`src/rtl/flap_gravity_ctrl.sv`:
```
// Input stage for the bird block: debounced-by-edge flap pulses (L), periodic gravity pulses (R)
// and the IDLE/RUN/DEAD game-run state machine with a runtime-shortenable gravity period.
module flap_gravity_ctrl #(
    parameter int unsigned CNT_W       = 8,
    parameter int unsigned GRAV_PERIOD = 24,
    parameter int unsigned GRAV_STEP   = 2,
    parameter int unsigned GRAV_MIN    = 6
) (
    input  logic             clk,
    input  logic             reset,
    input  logic             key_n,
    input  logic             lose,
    input  logic             speed_up,
    output logic             L,
    output logic             R,
    output logic             running,
    output logic [CNT_W-1:0] period
);

    localparam logic [1:0] ST_IDLE = 2'd0;
    localparam logic [1:0] ST_RUN  = 2'd1;
    localparam logic [1:0] ST_DEAD = 2'd2;

    localparam logic [CNT_W-1:0] P_RST   = CNT_W'(GRAV_PERIOD);
    localparam logic [CNT_W-1:0] P_STEP  = CNT_W'(GRAV_STEP);
    localparam logic [CNT_W-1:0] P_FLOOR = CNT_W'(GRAV_MIN);
    localparam logic [CNT_W:0]   P_THR   = (CNT_W + 1)'(GRAV_MIN + GRAV_STEP);
    localparam logic [CNT_W-1:0] CNT_ONE = CNT_W'(1);
    localparam logic [CNT_W:0]   EXT_ONE = (CNT_W + 1)'(1);

    logic [1:0]       r_state;
    logic [CNT_W-1:0] r_cnt;
    logic [CNT_W-1:0] r_period;
    logic             r_s1;
    logic             r_s2;
    logic             r_p;
    logic             r_l;
    logic             r_r;

    logic [1:0]       w_state_d;
    logic [CNT_W-1:0] w_cnt_d;
    logic [CNT_W-1:0] w_period_d;
    logic [CNT_W-1:0] w_period_dec;
    logic             w_l_d;
    logic             w_r_d;
    logic             w_edge;
    logic             w_term;

    assign w_edge = r_s2 & ~r_p;

    // >= rather than == so a period shortened below the running count fires on the next cycle
    assign w_term = ({1'b0, r_cnt} + EXT_ONE) >= {1'b0, r_period};

    // Compare in CNT_W+1 bits so the floor check cannot wrap
    assign w_period_dec = ({1'b0, r_period} >= P_THR) ? (r_period - P_STEP) : P_FLOOR;
    assign w_period_d   = speed_up ? w_period_dec : r_period;

    always_comb begin
        w_state_d = r_state;
        w_cnt_d   = r_cnt;
        w_l_d     = 1'b0;
        w_r_d     = 1'b0;
        case (r_state)
            ST_IDLE: begin
                w_cnt_d = '0;
                if (w_edge) begin
                    w_state_d = ST_RUN;
                    w_l_d     = 1'b1;
                end
            end
            ST_RUN: begin
                if (lose) begin
                    w_state_d = ST_DEAD;
                end else if (w_edge) begin
                    w_l_d   = 1'b1;
                    w_cnt_d = '0;
                end else if (w_term) begin
                    w_r_d   = 1'b1;
                    w_cnt_d = '0;
                end else begin
                    w_cnt_d = r_cnt + CNT_ONE;
                end
            end
            ST_DEAD: begin
                w_state_d = ST_DEAD;
            end
            default: begin
                w_state_d = ST_IDLE;
                w_cnt_d   = '0;
            end
        endcase
    end

    always_ff @(posedge clk or negedge reset) begin
        if (!reset) begin
            r_s1     <= 1'b0;
            r_s2     <= 1'b0;
            r_p      <= 1'b0;
            r_state  <= ST_IDLE;
            r_cnt    <= '0;
            r_period <= P_RST;
            r_l      <= 1'b0;
            r_r      <= 1'b0;
        end else begin
            r_s1     <= ~key_n;
            r_s2     <= r_s1;
            r_p      <= r_s2;
            r_state  <= w_state_d;
            r_cnt    <= w_cnt_d;
            r_period <= w_period_d;
            r_l      <= w_l_d;
            r_r      <= w_r_d;
        end
    end

    assign L       = r_l;
    assign R       = r_r;
    assign running = (r_state == ST_RUN);
    assign period  = r_period;

endmodule
```
`config.mk`:
```
export PLATFORM = sky130hd
export DESIGN_NAME = flap_gravity_ctrl
export DESIGN_NICKNAME = d
export VERILOG_FILES = /design/src/rtl/flap_gravity_ctrl.sv
export SDC_FILE = /design/constraint.sdc
export NUM_CORES = 1
export LEC_CHECK = 0
export ABC_AREA = 1
export CAP_MARGIN = 20
export CELL_PAD_IN_SITES_DETAIL_PLACEMENT = 1
export CELL_PAD_IN_SITES_GLOBAL_PLACEMENT = 1
export CORE_MARGIN = 1.5
export CORE_UTILIZATION = 43
export CTS_CLUSTER_SIZE = 14
export DETAILED_ROUTE_END_ITERATION = 12
export PLACE_DENSITY = 0.93
export SYNTH_ARGS = -nofsm -noshare
export SYNTH_HDL_FRONTEND = slang
export SYNTH_SLANG_ARGS = --single-unit
```
`constraint.sdc`:
```
create_clock -name clk -period 3.5 [get_ports clk]
set_input_delay 0.35 -clock clk [delete_from_list [all_inputs] [get_ports clk]]
set_output_delay 0.35 -clock clk [all_outputs]
set_load 0.02 [all_outputs]
```
# Yosys cells after proc, flatten, opt, wreduce, memory -nomap -nowiden
# Cells that the tools add are included.
[word_totals]
reg_bits = 23
input_bits = 5
elab_cells = 40
out_inout_bits = 11
[op_classes]
muxes = 15
n_eq_ne = 5
reduce_logical = 3
bitwise_logic = 4
addsub = 3
order_cmp = 2
[ops]
columns = ["operator", "count"]
rows = [
  ["8-bit 2-to-1 mux", 4],
  ["8-bit case mux with 2 select lines", 1],
  ["8-bit by 1-bit adder with 9-bit output, second input constant", 1],
  ["9-bit by 8-bit greater-or-equal comparator with 1-bit output", 1],
  ["8-bit by 1-bit adder with 8-bit output, second input constant", 1],
  ["8-bit by 4-bit greater-or-equal comparator with 1-bit output, second input constant", 1],
  ["8-bit by 2-bit subtractor with 8-bit output, second input constant", 1],
  ["1-bit 2-to-1 mux", 6],
  ["2-bit inequality test, second input constant", 3],
  ["2-bit case mux with 3 select lines", 1],
  ["2-bit 2-to-1 mux", 2],
  ["2-bit AND reduction", 2],
  ["1-bit NOT", 3],
  ["2-bit by 1-bit == test with 1-bit output, second input constant", 1],
  ["2-bit == test, second input constant", 1],
  ["2-bit logical NOT", 1],
  ["1-bit case mux with 2 select lines", 1],
  ["1-bit bitwise AND", 1],
]

# Longest topological paths before layout
[depth]
word_depth = 6
mapped_depth = 14
mapped_depth_nobuf = 14

# Worst setup path after synthesis
# OpenSTA, ideal clock, no wires.
[synth_path]
path_type = "reg2reg"
from = "register r_cnt[0]"
to = "register r_cnt[0]"
setup_slack_ps = 1549
period_less_slack_ps = 1951
t_required_ps = 3435
arrival_time_ps = 1886
path_buffers = 0
setup_time_ps = 65
stages_incl_launch_ff = 14
cell_sequence = "dfrtp_1 > ha_1 > nand2_2 > nor2_4 > nand2_1 > xnor2_1 > ha_1 > nand2_1 > nor2_1 > nand2_1 > nand4_1 > nor2_4 > nand3_1 > nand2_1"
[synth_via]
elab_chain_len = 6
word_cells_on_any_way = 7
classes_between = "add/sub: 2; order compare: 1; mux: 4"
[synth_lines]
columns = ["item", "line_no", "rtl"]
rows = [
  ["start: declaration", "32", "logic [CNT_W-1:0] r_cnt;"],
  ["start signal: assignment", "109", "r_cnt <= w_cnt_d;"],
  ["8-bit by 1-bit adder with 9-bit output", "52", "assign w_term = ({1'b0, r_cnt} + EXT_ONE) >= {1'b0, r_period};"],
  ["9-bit by 8-bit greater-or-equal comparator with 1-bit output", "52", ""],
  ["8-bit 2-to-1 mux (*)", "77", "end else if (w_term) begin"],
  ["8-bit 2-to-1 mux (*)", "74", "end else if (w_edge) begin"],
  ["8-bit 2-to-1 mux (*)", "72", "if (lose) begin"],
  ["8-bit case mux with 2 select lines (*)", "63", "case (r_state)"],
]
# Mark *: on every way between the ends. The rest lies on a longest branch, timed or not. The select of a mux whose other input is x is not followed.
# A chain may end at the register's enable or synchronous reset.

# Final worst setup path
[layout_path]
from = "register r_cnt[0]"
to = "register r_cnt[5]"
# Same word-level chain as after synthesis.

==> results.ini <==
[critical_path]
cpMaxStageDelayCell = dfrtp_1
critPathRequiredTime_ns = 3.76
worst_path_dominant_cell_family = simple AND/OR/NAND/NOR gates
path_cells = ha_1 -> nand2_2 -> nor2_4 -> nand2_1 -> xnor2_1 -> ha_1 -> nand2_1 -> nor2_1 -> nand2_1 -> nand4_1 -> nor2_4 -> nand3_1 -> nand2_1
cp_common_cell = nand2_1
critPathArrivalTime_ns = 2.69
path_max_fanout = 8
critPathLaunchType = flop
critPathMaxStageDelay_ns = 0.44
critPathKind = flop to flop
worstSetupEndpointType = flop
crit_buf_inv = 0

[sta]
slew_violations = 0
finalHoldViolations = 0
finalSetupViolations = 0
fin_ws_ns = 1.08
fmax_mhz = 413
rsz0062_at_grt = no
finClkSkew_ns = 0.00443
min_period_over_period_pct = 69.2
setup_tns_ns = 0
finalCriticalPeriod_ns = 2.42

[yosys]
ys.flop_type = dfrtp_1
ys_seq_elements = 22
ys_types = 25
synth_edf_count = 0
syn_nets = 185
postSynth.asyncResetShare_pct = 100
yosysWarnings = 0
synth_area_um2 = 1330
syn_inst = 168
ys_seq_area_share_pct = 41.7
syn_area_per_cell_um2 = 7.89

[cts]
post-cts-setup-buffers = 0
tritoncts = done
cts_buffers = 3
cts_root_buf = clkbuf_4
holdBufCountCts = 0
htreeDepth = 1
cts_buffer_depth = 2
clock_latency_ns = 0.31
cts_sinks = 22
cts.clk_slew.worst_paths_ns = 0.13
cts_resized = 0

[power]
power_density_nw_per_um2 = 648
peakVddDrop_mv = 0.230
p_leak_uw = 0.000833

[grt]
grt_pass1_vias = 1205
grt-ovfl-total = 0
grt_pass1_wl_um = 5440
antenna_found_initial = 0
grt_start_max_net_pins = 23
track_usage_pct = 21.0

[cells_and_area]
final-seq-area_um2 = 553
n_antenna_cell = 0
multi_input_comb_area_um2 = 663
drive_gt1_share_pct = 9.14
nets = 204
finish.utilization_pct = 55.7
fillCellCount = 352
area_growth_pct = 19.0

[routing]
drt_iter0_markers = 53
route.detailed.wl_per_inst_um = 14.4
wl_um = 3120
first_pass_iters = 6
routed-via-count = 1177
drc = 0
ant_nets = 0
avgViaCountPerCell = 5.42

[die]
dieWidth_um = 58.5
die_h_um = 58.5
core-area_um2 = 2830
fp-row-count = 19
io_pins = 16
design.die.area_um2 = 3420
initial_core_util_pct = 46.8

[flow_run]
cap_violations = 0

[placed_design]
place_hpwl_um = 2580
gp_congestion = 0.832
io_buffers = 14
place_ws_ns = 1.08

[outcome]
outcome = complete, no violations

[min_path]
hold_class = input port to async pin

[cell usage after synthesis, types with 2 or more instances]
| cell type | number | share of area [%] |
|---|---|---|
| nand2_1 | 47 | 13 |
| nor3_1 | 5 | 1.9 |
| dfrtp_1 | 20 | 38 |
| nand2_2 | 2 | 0.94 |
| xor2_1 | 3 | 2.0 |
| nand4_1 | 2 | 0.94 |
| nor2_1 | 12 | 3.4 |
| nor2_2 | 2 | 0.94 |
| nor2_4 | 2 | 1.7 |
| ha_1 | 12 | 11 |
| a21oi_1 | 7 | 2.6 |
| dfstp_2 | 2 | 4.0 |
| nand3_1 | 13 | 4.9 |
| o21ai_0 | 3 | 1.1 |
| inv_1 | 26 | 7.4 |
[per-layer routing]
| metal | track usage, % | vias up | wire length, um |
|---|---|---|---|
| met1 | 25.0 | 570 | 1340 |
| met5 | 0 | - | 0 |
| met2 | 36.8 | 30 | 1590 |
| li1 | - | 566 | - |
| met4 | 10.6 | 0 | 95 |
| met3 | 3.08 | 11 | 101 |
[placed cells by master (no fill, tap or decap), types with 2 or more instances in the layout]
master and instances:
a21oi_1 7, clkbuf_4 3, clkdlybuf4s50_1 14, dfrtp_1 20, dfstp_2 2, ha_1 12, inv_1 26, nand2_1 47
nand2_2 2, nand3_1 13, nand4_1 2, nor2_1 12, nor2_2 2, nor2_4 2, nor3_1 5, o21ai_0 3
xor2_1 3
[area by class of cell]
class                           count  area share (%)
Tap cell                           31            2.46
Multi-Input combinational cell    118            42.1
Sequential cell                    22            35.1
Timing Repair Buffer               15            10.6
Inverter                           27            6.43
Clock buffer                        3            1.43
Clock inverter                      1            1.90
[flip-flops by register name (all words and copies together) (netlist names)]
name     cells
R            1
r_state      2
period       7
r_s2         1
r_cnt        8
L            1
r_s1         1
r_p          1
[worst register-to-register path: cells and delay by family (launching register included)]
family	cells	cell delay, ns
AND/OR/NAND/NOR	10	1.09
adder cells (fa/ha/maj)	2	0.55
flip-flops	1	0.44
XOR/XNOR	1	0.29
[per-stage QoR]
stage	hold slack (ns)	instance area (um2)	instances	power, uW
after floorplan	0.0544	1330	168	652
after global placement	0.332	1500	212	797
after detailed placement	0.346	1500	212	832
after CTS	0.377	1550	216	1030
after global routing	0.241	1580	217	1100
final	0.250	1580	217	1020
[report_power, final]
part           switching (uW)  leakage [uW]  internal (uW)
combinational             279      0.000525            179
sequential               49.5      0.000280            317
clock                    80.2     0.0000279            116
total                     409      0.000833            612
[final timing paths]
| path | start | depth (start not counted) | slack, ns | end |
|---|---|---|---|---|
| worst max-delay path | r_cnt[0] | 13 | 1.08 | r_cnt[5] |
| worst min register to register | r_s1 | 0 | 0.37 | r_s2 |
| worst max register to register | r_cnt[0] | 13 | 1.08 | r_cnt[5] |
| max in group asynchronous | reset | 2 | 2.81 | period[4] |
| min in group clk | r_s1 | 0 | 0.37 | r_s2 |
| worst min-delay path | reset | 1 | 0.25 | period[2] |
[cells by family (layout without fill, tap and decap cells)]
| logic type | Yosys count | after routing | share of synthesized area (%) |
|---|---|---|---|
| compound gates | 12 | 12 | 4.82 |
| xor+xnor | 4 | 4 | 2.64 |
| fa+ha+maj | 12 | 12 | 11.3 |
| buf+inv | 28 | 46 | 8.21 |
| flops | 22 | 22 | 41.7 |
| other cells | 1 | 1 | 0.283 |
| simple gates | 89 | 89 | 31.0 |
Power figures use the tool's default switching activity.
